[src/rtl/bt656_pkg.sv]
// BT.656 receiver shared types: TRS flags, parser states, FIFO entry.
// Holds the TRS byte constants and the XY protection-bit function.
package bt656_pkg;

  typedef struct packed {
    logic f;
    logic v;
    logic h;
  } trs_t;

  typedef enum logic [2:0] {
    SEEK,
    Z1,
    Z2,
    XY,
    ACTIVE,
    DROP
  } state_t;

  typedef struct packed {
    logic [15:0] data;
    logic        sop;
    logic        eop;
    logic        field;
  } ast_word_t;

  localparam logic [7:0] TRS_FF = 8'hFF;
  localparam logic [7:0] TRS_00 = 8'h00;

  function automatic logic [3:0] prot_bits(trs_t t);
    return {t.v ^ t.h, t.f ^ t.h,
            t.f ^ t.v, t.f ^ t.v ^ t.h};
  endfunction

endpackage

[src/rtl/bt656_ast_rx_if.sv]
// Avalon-ST source bundle for the BT.656 receiver.
// master drives data/valid/sop/eop/field, slave drives ready.
interface bt656_ast_rx_if;

  logic [15:0] aso_data;
  logic        aso_valid;
  logic        aso_ready;
  logic        aso_sop;
  logic        aso_eop;
  logic        aso_field;

  modport master (
    output aso_data,
    output aso_valid,
    output aso_sop,
    output aso_eop,
    output aso_field,
    input  aso_ready
  );

  modport slave (
    input  aso_data,
    input  aso_valid,
    input  aso_sop,
    input  aso_eop,
    input  aso_field,
    output aso_ready
  );

endinterface

[src/rtl/bt656_ast_fifo.sv]
// Synchronous FIFO of ast_word_t (19 bits), DEPTH entries.
// Ports: clock, reset_n, push/wdata, pop/rdata, full, empty.
module bt656_ast_fifo
  import bt656_pkg::*;
#(
  parameter int DEPTH = 16
) (
  input  logic      clock,
  input  logic      reset_n,
  input  logic      push,
  input  ast_word_t wdata,
  input  logic      pop,
  output ast_word_t rdata,
  output logic      full,
  output logic      empty
);

  localparam int AW = $clog2(DEPTH);

  ast_word_t      mem [DEPTH];
  logic [AW:0]    wp;
  logic [AW:0]    rp;
  logic           do_pop;
  logic           do_push;

  assign empty = (wp == rp);
  assign full  = (wp[AW] != rp[AW]) &&
                 (wp[AW-1:0] == rp[AW-1:0]);

  assign do_pop  = pop && !empty;
  assign do_push = push && (!full || do_pop);

  // Gated so outputs read as zero while empty
  // (including straight out of reset).
  assign rdata = empty ? '0 : mem[rp[AW-1:0]];

  always_ff @(posedge clock) begin
    if (do_push) mem[wp[AW-1:0]] <= wdata;
  end

  always_ff @(posedge clock or negedge reset_n) begin
    if (!reset_n) begin
      wp <= '0;
      rp <= '0;
    end else begin
      if (do_push) wp <= wp + 1'b1;
      if (do_pop)  rp <= rp + 1'b1;
    end
  end

endmodule

[src/rtl/bt656_ast_rx.sv]
// BT.656 byte stream to Avalon-ST 16-bit {C,Y} packets, one per line.
// Ports: clock, reset_n, data in; aso (master) out; sync_ok,
// overflow, line_err status. Optional BT656_PROT_CHECK_EN checks
// the XY protection bits.
module bt656_ast_rx
  import bt656_pkg::*;
#(
  parameter int DATA_WIDTH = 8,
  parameter int FIFO_DEPTH = 16,
  parameter int MAX_WORDS  = 720
) (
  input  logic                  clock,
  input  logic                  reset_n,
  input  logic [DATA_WIDTH-1:0] data,
  bt656_ast_rx_if.master        aso,
  output logic                  sync_ok,
  output logic                  overflow,
  output logic                  line_err
);

  localparam int CW = $clog2(MAX_WORDS + 1);

  state_t        state, state_nx;
  logic [7:0]    byte_in;
  trs_t          trs;
  logic          is_ff;
  logic          prot_bad;
  logic          trs_ok;
  logic          is_sav;

  logic          f_lat;
  logic          odd;
  logic [7:0]    chroma_q;
  ast_word_t     hold_q;
  logic          hold_v;
  logic [CW-1:0] cnt;
  logic [CW-1:0] cnt_inc;
  logic          term_q;

  logic          fifo_full;
  logic          fifo_empty;
  logic          pop;
  logic          full_eff;
  ast_word_t     wdata;
  ast_word_t     rdata;

  logic          word_done;
  logic          at_max;
  logic          eav_end;
  logic          flush;
  logic          want_data;
  logic          term_push;
  logic          push;
  logic          ovf_evt;
  logic          lerr_nx;

  assign byte_in = data[DATA_WIDTH-1 -: 8];
  assign trs     = byte_in[6:4];
  assign is_ff   = (byte_in == TRS_FF);

`ifdef BT656_PROT_CHECK_EN
  assign prot_bad = (byte_in[3:0] != prot_bits(trs));
`else
  assign prot_bad = 1'b0;
`endif

  assign trs_ok  = byte_in[7] && !prot_bad;
  assign is_sav  = trs_ok && !trs.h && !trs.v;
  assign cnt_inc = cnt + CW'(1);

  assign pop      = aso.aso_valid && aso.aso_ready;
  assign full_eff = fifo_full && !pop;

  always_ff @(posedge clock or negedge reset_n) begin
    if (!reset_n) state <= SEEK;
    else          state <= state_nx;
  end

  always_comb begin
    state_nx = state;
    unique case (state)
      SEEK:   if (is_ff) state_nx = Z1;
      Z1:     state_nx = (byte_in == TRS_00) ? Z2 : SEEK;
      Z2:     state_nx = (byte_in == TRS_00) ? XY : SEEK;
      XY: begin
        if (is_sav) state_nx = term_q ? DROP : ACTIVE;
        else        state_nx = SEEK;
      end
      ACTIVE: begin
        if (is_ff)                 state_nx = Z1;
        else if (ovf_evt || at_max) state_nx = DROP;
      end
      DROP:   if (is_ff) state_nx = Z1;
      default: state_nx = SEEK;
    endcase
  end

  always_comb begin
    word_done = (state == ACTIVE) && !is_ff && odd;
    at_max    = word_done && (cnt_inc == CW'(MAX_WORDS));
    eav_end   = (state == ACTIVE) && is_ff;
    // A held word is closed out at EAV, or on the first DROP
    // cycle after the line hit MAX_WORDS.
    flush     = hold_v && (eav_end || (state == DROP));
    want_data = !term_q && ((word_done && hold_v) || flush);
    term_push = term_q && !full_eff;
    ovf_evt   = want_data && full_eff;
    push      = term_push || (want_data && !full_eff);
    if (term_q) begin
      wdata = '{data: 16'h0, sop: 1'b0,
                eop: 1'b1, field: f_lat};
    end else begin
      wdata = '{data: hold_q.data, sop: hold_q.sop,
                eop: flush, field: hold_q.field};
    end
    lerr_nx = (eav_end && (odd || (cnt == '0))) ||
              at_max ||
              ((state == XY) && byte_in[7] && prot_bad);
  end

  always_ff @(posedge clock or negedge reset_n) begin
    if (!reset_n) begin
      f_lat    <= 1'b0;
      odd      <= 1'b0;
      chroma_q <= '0;
      hold_q   <= '0;
      hold_v   <= 1'b0;
      cnt      <= '0;
      term_q   <= 1'b0;
      sync_ok  <= 1'b0;
      overflow <= 1'b0;
      line_err <= 1'b0;
    end else begin
      line_err <= lerr_nx;
      if (state == XY) begin
        sync_ok <= trs_ok;
        if (is_sav && !term_q) begin
          f_lat  <= trs.f;
          odd    <= 1'b0;
          cnt    <= '0;
          hold_v <= 1'b0;
        end
      end
      if (state == ACTIVE) begin
        if (is_ff) begin
          odd    <= 1'b0;
          cnt    <= '0;
          hold_v <= 1'b0;
        end else if (!odd) begin
          chroma_q <= byte_in;
          odd      <= 1'b1;
        end else begin
          odd    <= 1'b0;
          cnt    <= cnt_inc;
          hold_v <= 1'b1;
          hold_q <= '{data: {chroma_q, byte_in},
                      sop: (cnt == '0),
                      eop: 1'b0, field: f_lat};
        end
      end
      if (state == DROP && flush) hold_v <= 1'b0;
      // Overflow abandons the rest of the line.
      if (ovf_evt) begin
        hold_v   <= 1'b0;
        term_q   <= 1'b1;
        overflow <= 1'b1;
      end else if (term_push) begin
        term_q <= 1'b0;
      end
    end
  end

  bt656_ast_fifo #(
    .DEPTH (FIFO_DEPTH)
  ) u_fifo (
    .clock   (clock),
    .reset_n (reset_n),
    .push    (push),
    .wdata   (wdata),
    .pop     (pop),
    .rdata   (rdata),
    .full    (fifo_full),
    .empty   (fifo_empty)
  );

  assign aso.aso_valid = !fifo_empty;
  assign aso.aso_data  = rdata.data;
  assign aso.aso_sop   = rdata.sop;
  assign aso.aso_eop   = rdata.eop;
  assign aso.aso_field = rdata.field;

endmodule

[src/flat_wrapper.sv]
// flat-port wrapper written by rule: the top's interface ports become plain ports
module bt656_ast_rx_flat import bt656_pkg::*;
#(
  parameter int DATA_WIDTH = 8,
  parameter int FIFO_DEPTH = 16,
  parameter int MAX_WORDS  = 720
)
  (clock, reset_n, data, sync_ok, overflow, line_err, aso_aso_data, aso_aso_valid, aso_aso_sop, aso_aso_eop, aso_aso_field, aso_aso_ready);
  bt656_ast_rx_if aso_i ();
  input  logic clock;
  input  logic reset_n;
  input  logic [DATA_WIDTH-1:0] data;
  output logic sync_ok;
  output logic overflow;
  output logic line_err;
  output wire logic [$bits(aso_i.aso_data)-1:0] aso_aso_data;
  output wire logic [$bits(aso_i.aso_valid)-1:0] aso_aso_valid;
  output wire logic [$bits(aso_i.aso_sop)-1:0] aso_aso_sop;
  output wire logic [$bits(aso_i.aso_eop)-1:0] aso_aso_eop;
  output wire logic [$bits(aso_i.aso_field)-1:0] aso_aso_field;
  input wire logic [$bits(aso_i.aso_ready)-1:0] aso_aso_ready;
  assign aso_aso_data = aso_i.aso_data;
  assign aso_aso_valid = aso_i.aso_valid;
  assign aso_aso_sop = aso_i.aso_sop;
  assign aso_aso_eop = aso_i.aso_eop;
  assign aso_aso_field = aso_i.aso_field;
  assign aso_i.aso_ready = aso_aso_ready;
  bt656_ast_rx #(.DATA_WIDTH(DATA_WIDTH), .FIFO_DEPTH(FIFO_DEPTH), .MAX_WORDS(MAX_WORDS)) u_core (.clock(clock), .reset_n(reset_n), .data(data), .aso(aso_i), .sync_ok(sync_ok), .overflow(overflow), .line_err(line_err));
endmodule
[config.mk]
export PLATFORM = sky130hd
export DESIGN_NAME = bt656_ast_rx_flat
export DESIGN_NICKNAME = d
export VERILOG_FILES = /design/src/rtl/bt656_pkg.sv /design/src/rtl/bt656_ast_rx_if.sv /design/src/rtl/bt656_ast_fifo.sv /design/src/rtl/bt656_ast_rx.sv /design/src/flat_wrapper.sv
export SDC_FILE = /design/constraint.sdc
export NUM_CORES = 1
export LEC_CHECK = 0
export CAP_MARGIN = 20
export CORE_MARGIN = 5
export CORE_UTILIZATION = 55
export CTS_BUF_LIST = sky130_fd_sc_hd__clkbuf_2 sky130_fd_sc_hd__clkbuf_4 sky130_fd_sc_hd__clkbuf_8
export CTS_CLUSTER_SIZE = 8
export DETAILED_ROUTE_END_ITERATION = 16
export PLACE_DENSITY = 0.73
export SLEW_MARGIN = 0
export SYNTH_ARGS = -nofsm -noshare
export SYNTH_HDL_FRONTEND = slang
export SYNTH_HIERARCHICAL = 1
export SYNTH_SLANG_ARGS = --single-unit
[constraint.sdc]
create_clock -name clock -period 4 [get_ports clock]
set_input_delay 0.4 -clock clock [delete_from_list [all_inputs] [get_ports clock]]
set_output_delay 0.4 -clock clock [all_outputs]
set_load 0.01 [all_outputs]
* Yosys cells after proc, flatten, opt, wreduce, memory -nomap -nowiden *
Memory sizes are Yosys's and may differ from the RTL's.
Index checks and enable logic that the tools add are counted.
Widths: inputs -> output; s select.

storage, ports and cells
  register bits = 56
  bits in writable memories = 304
  input bits = 11
  word-level logic and storage cells = 111
  memories = 1

cells by class
  add/subtract/negate cells = 3
  equality and inequality tests = 12
  mux-type cells = 31
  bitwise operators = 2
  reduce and logical (&&, ||, !) cells = 47

memories
  memory             depth  width  read ports  clocked after memory_dff  wr ports  line                  source
  u_core.u_fifo.mem  16     19     1           0                         1         bt656_ast_fifo.sv:20  ast_word_t mem [DEPTH];

operators by type and width
  kind                   number
  $mux 10                5
  $mux 19                2
  $logic_and 1x1->1      20
  $mux 1                 17
  $pmux 3 s5             1
  $mux 3                 4
  $add 10x1->10 const B  1
  $add 5x1->5 const B    2
  $eq 10x10->1 const B   1
  $logic_not 10->1       1
  $eq 8x8->1 const B     1
  $logic_not 1->1        8
  $logic_not 8->1        1
  $logic_or 1x1->1       7
  $eq 3x2->1 const B     2
  $eq 3x3->1 const B     2
  $reduce_and 2->1       3
  $reduce_and 3->1       2
  $reduce_bool 2->1      3
  $eq 5x5->1             1
  $eq 4x4->1             1
  $mux 2                 2
  $eq 3x1->1 const B     1
  $logic_not 3->1        1
  other kinds (5)        6

* Longest topological paths before layout *
  depth in word-level cells = 12
  gate-level depth with buffers = 11

* Cells and area by module *
Netlist, hierarchy kept.

modules (own cells, without submodules)
  module          times used  cells an instance  area an instance (um^2)  sequential area each (um^2)
  bt656_ast_fifo  1           540                12215.5                  9379.0
  bt656_ast_rx    1           255                2417.3                   1151.1

* Worst setup path after synthesis *
OpenSTA, ideal clock, no wires.

  kind = reg2reg
  from = register u_core.u_fifo.wp[2]
  to = memory u_core/u_fifo/mem[11][0] (netlist bit), enable pin
  arrival = 3196 ps
  setup slack = 381 ps
  cell stages (with the launch flop) = 10
  path buffers = 2
  cells stage by stage = dfrtp_1 > buf_2 > xnor2_2 > nand4_4 > nor2_1 > buf_2 > nand2b_1 > a21oi_1 > o311ai_4 > nor3b_1

between the ends
  cells in the longest elaborated chain, start to end = 11
  elaborated cells on any way between the ends = 17

RTL lines
  item                                  line                                      source
  from (decl)                           bt656_ast_fifo.sv:21                      logic [AW:0] wp;
  from (signal assigned)                bt656_ast_fifo.sv:46                      if (do_push) wp <= wp + 1'b1;
  $eq 5x5->1 (*)                        bt656_ast_fifo.sv:26                      assign empty = (wp == rp);
  named net u_core.fifo_empty           bt656_ast_rx.sv:41                        logic fifo_empty;
  $logic_not 1->1 (*)                   bt656_ast_rx.sv:186                       assign aso.aso_valid = !fifo_empty;
  $logic_and 1x1->1 (*)                 bt656_ast_rx.sv:71                        assign pop = aso.aso_valid && aso.aso_ready;
  $logic_not 1->1 (*)                   bt656_ast_rx.sv:72                        assign full_eff = fifo_full && !pop;
  $logic_and 1x1->1 (*)                 bt656_ast_rx.sv:72
  $logic_not 1->1 (*)                   bt656_ast_rx.sv:106, bt656_ast_rx.sv:108
  $logic_and 1x1->1 (on tied branches)  bt656_ast_rx.sv:106, bt656_ast_rx.sv:108
  $logic_or 1x1->1 (*)                  bt656_ast_rx.sv:108                       push = term_push || (want_data && !full_eff);
  named net u_core.push                 bt656_ast_rx.sv:53                        logic push;
  $logic_and 1x1->1 (*)                 bt656_ast_fifo.sv:31                      assign do_push = push && (!full || do_pop);
  $mux 1 (*)                            bt656_ast_fifo.sv:38                      if (do_push) mem[wp[AW-1:0]] <= wdata;
  $mux 1 (implied by the code) (*)      bt656_ast_fifo.sv:38
  to (decl)                             bt656_ast_fifo.sv:20

The timed path passes the listed nets; every way through them passes the cells marked *.

* Worst setup path after layout *
  from = register u_core.u_fifo.rp[0]
  to = output port aso_aso_data[13]

between the ends
  cells in the longest elaborated chain, start to end = 2
  elaborated cells on any way between the ends = 3

RTL lines
  item                                         line                  source
  from (decl)                                  bt656_ast_fifo.sv:22  logic [AW:0] rp;
  from (signal assigned)                       bt656_ast_fifo.sv:47  if (do_pop) rp <= rp + 1'b1;
  $mem_v2 16x19 or $eq 5x5->1 (tied branches)  n/a
  $mux 19 (*)                                  bt656_ast_fifo.sv:35  assign rdata = empty ? '0 : mem[rp[AW-1:0]];
  to (decl)                                    flat_wrapper.sv:16    output wire logic [$bits(aso_i.aso_data)-1:0] aso_aso_data;

Mark *: on every way between the ends. The rest lies on a longest branch, timed or not.

==> out/qor.log <==
qor: floorplanning.floorplan.core_area 26100 sq um
qor: clocking.tritoncts built
qor: worst_setup_path.timing.critical_path.to_type output port
qor: timing.worstMarginPinSlew 1.13 ns
qor: route.antenna_violation_net_count_after_detailed_routing 0
qor: route.vias 7607
qor: final_layout.postLayoutCoreUtil 0.630
qor: floorplanning.floorplan.rows 59
qor: floorplanning.fp.dieH 173 um
qor: yosys.synth_commonest_cells 304 x sky130_fd_sc_hd__edfxtp_1, 75 x sky130_fd_sc_hd__mux4_2, 72 x sky130_fd_sc_hd__nand2_1
qor: final_layout.drive_above_1_share 0.273
qor: power_and_ir_drop.power.static_leakage 5.32 nW
qor: final_layout.stdcell_count 1252
qor: worst_setup_path.worst-path-max-fanout 25
qor: global_routing.largest_net_degree_at_the_start_of_global_routing 68
qor: yosys.syn-instance-count 795
qor: yosys.postSynth.asyncResetShare 0.156
qor: route.drt_pass1_iterations 5
qor: placement.dp_cells 1149
qor: yosys.synth_ff_type sky130_fd_sc_hd__edfxtp_1
qor: yosys.syn-cell-area 14600 sq um
qor: outcome.run_status finished, final reports clean
qor: clocking.clockRootBuffer sky130_fd_sc_hd__clkbuf_8
qor: route.wirelength 29100 um
qor: yosys.synth_edf_count 304
qor: timing.period_share 0.918
qor: yosys.synth.yosys.seq_area_share 0.720
qor: yosys.syn-mean-instance-area 18.4 sq um
qor: power_and_ir_drop.pwr_density_cell 569 nW/um^2
qor: final_layout.layout.filler_cells 1842
qor: global_routing.number_of_antenna_violations_at_the_first_check_in_global_routing 1
qor: clocking.cts_repair_resize_count 0
qor: yosys.synth_nets 814
qor: timing.fmax 272 MHz
qor: timing.fin_setup_tns 0 ns
qor: clocking.insertion_delay 0.58 ns
qor: placement.io_buffer_count 33
qor: floorplanning.floorplan.die_area 30000 sq um
qor: placement.placement.cell_area 15400 sq um
qor: timing.timing_hold_violations_final 0
qor: power_and_ir_drop.worst_ir_drop_vdd 444 uV
qor: yosys.yosysMostFrequentCell sky130_fd_sc_hd__edfxtp_1
qor: timing.layout_min_cycle_time 3.67 ns
qor: global_routing.globalRoute.totalOverflow 0
qor: timing.finalSetupViolCount 0
qor: timing.worst_clock_skew 0.0239 ns
qor: final_layout.finish.net_count 900
qor: clocking.numCtsBuffers 55
qor: placement.gpl.final_weighted_congestion 0.909
qor: timing.unrepaired_setup_endpoints_after_global_routing no
qor: final_layout.synth_to_final_area_change 12.6%
qor: yosys.synth.lib_cells_used.distinct 63
qor: route.drt_iter0_markers 719
qor: worst_setup_path.timing.setup.critical_path_class flip-flop to output port
qor: global_routing.grt_pass1_wl 45900 um
qor: yosys.yosys-top-cells-area sky130_fd_sc_hd__edfxtp_1 62%, sky130_fd_sc_hd__mux4_2 12%, sky130_fd_sc_hd__dfrtp_1 9.6%
qor: yosys.cell_taking_the_most_area_after_synthesis sky130_fd_sc_hd__edfxtp_1
qor: route.post_drt_via_cell_ratio 6.08
qor: floorplanning.initial_core_util 0.560
qor: floorplanning.die_width 173 um
qor: final_layout.fin_area 16500 sq um
qor: floorplanning.io-pin-count 34
qor: worst_setup_path.timing.critical_path.arrival 3.27 ns
qor: clocking.number_of_clock_sinks 360
qor: worst_setup_path.cp_data_required_time 3.60 ns
qor: global_routing.first_global_vias 8053
qor: hold_path.holdCritPathClass input port to async pin
qor: placement.dp_hpwl 19000 um
qor: clocking.h_tree_depth 2
qor: clocking.post-cts-setup-buffers 0
qor: worst_setup_path.start_kind flip-flop
qor: global_routing.groute.usage.overall 0.195
qor: run.max-cap-violations 0
qor: yosys.yosys_register_bits 360
qor: timing.slew_violations 0
qor: route.routedWlPerCell 23.2 um
qor: route.route.detailed.drc 0
qor: yosys.synth_largest_type_area_fraction 0.624
qor: timing.slew_headroom 0.244
qor: final_layout.antenna_cells 0
qor: yosys.yosys_warnings 6
qor: clocking.path_clk_slew 0.06 ns
qor: clocking.max_root_sink_buffers 3
[placed cells by master, fill, tap and decap left out, drive strengths merged, types with 3 or more instances in the layout]
cell,count
nor2,20
ha,8
xnor2,11
mux2,12
and3,16
nand3,9
clkinv,9
xor2,4
clkbuf,82
nor2b,24
nor3,4
o21ai,17
nor3b,4
buf,40
mux4,76
edfxtp,304
nand2b,3
inv,10
and2,3
o211ai,3
a22oi,38
nand2,72
dfrtp,56
clkdlybuf4s50,32
nand4,7
a21oi,27
o31ai,3
[path summary, 6_finish.rpt]
path,slack [ns],endpoint,startpoint,depth (start not counted)
worst max register to register,0.87,u_core/u_fifo/mem[2][4]$_DFFE_PP_,u_core/u_fifo/rp[0]$_DFFE_PN0P_,9
worst min-delay path,0.30,u_core/cnt[9]$_DFF_PN0_,reset_n,2
min in group clock,0.45,u_core/hold_q[3]$_DFFE_PN0P_,data[0],3
worst min register to register,0.47,u_core/hold_q[10]$_DFFE_PN0P_,u_core/hold_q[10]$_DFFE_PN0P_,2
max in group asynchronous,2.85,u_core/hold_q[12]$_DFFE_PN0P_,reset_n,3
worst max-delay path,0.33,aso_aso_data[13],u_core/u_fifo/rp[0]$_DFFE_PN0P_,5
[critical path, cell delays in order (launching register included)]
cell and delay, ns:
sky130_fd_sc_hd__dfrtp_4 0.75, sky130_fd_sc_hd__buf_4 0.45, sky130_fd_sc_hd__mux4_2 0.59, sky130_fd_sc_hd__a22oi_1 0.27, sky130_fd_sc_hd__a21oi_1 0.11, sky130_fd_sc_hd__clkdlybuf4s50_1 0.49
[cells by family (layout without fill, tap and decap cells)]
group                    count (synthesis)  in the layout  share of synthesized area
adder cells (fa/ha/maj)                  8              8                    0.00684
XOR/XNOR                                15             15                     0.0115
AND/OR/NAND/NOR                        171            171                     0.0610
buffers and inverters                   53            175                     0.0220
flip-flops                             360            360                      0.720
multiplexers                            88             88                      0.129
AO/OA/AOI/OAI                          100            100                     0.0505
[where the power goes]
| group | total, W | leakage (nW) | switching [W] | internal [W] |
|---|---|---|---|---|
| clock network | 0.00286 | 0.553 | 0.00130 | 0.00156 |
| logic | 0.00227 | 1.68 | 0.00115 | 0.00112 |
| registers | 0.00424 | 3.09 | 0.000151 | 0.00409 |
| total | 0.00937 | 5.32 | 0.00260 | 0.00677 |
[stage by stage]
step | hold WS (ns) | setup slack [ns] | total power, W
after global routing | 0.331 | 0.0952 | 0.00979
after floorplan | 0.104 | 0.381 | 0.00578
after global placement | 0.354 | 0.724 | 0.00657
final | 0.297 | 0.329 | 0.00937
after detailed placement | 0.366 | 0.545 | 0.00661
after CTS | 0.284 | 0.228 | 0.00946
[state kept, by name (all words and copies together), names as in the netlist, 3 cells and up]
| name | cells |
|---|---|
| u_core/u_fifo/wp | 5 |
| u_core/hold_q | 18 |
| u_core/u_fifo/rp | 5 |
| u_core/state | 3 |
| u_core/cnt | 10 |
| u_core/u_fifo/mem | 304 |
| u_core/chroma_q | 8 |
[timing repair]
item,CTS,global route
endpoints found under the setup margin,0,0
hold buffers,1,0
hold endpoints to repair,18,0
[final cells by class]
type	instances	area (sq um)	share of cell area
clock buffers	82	985	0.0598
clock inverters	11	52.6	0.00319
inverters	9	33.8	0.00205
multi-input cells	382	3810	0.231
flip-flops and latches	360	10500	0.640
well taps	335	419	0.0254
repair buffers	73	641	0.0389
[metal layers]
| metal | part of all wire | track usage | wire, um | up-vias |
|---|---|---|---|---|
| met5 | 0.00038 | 0 | 11 | - |
| li1 | - | - | - | 3330 |
| met4 | 0.021 | 0.0539 | 597 | 2 |
| met1 | 0.40 | 0.261 | 11700 | 3985 |
| met3 | 0.049 | 0.0365 | 1420 | 54 |
| met2 | 0.53 | 0.333 | 15400 | 236 |
Note: power is estimated with default switching activity, not from simulation.
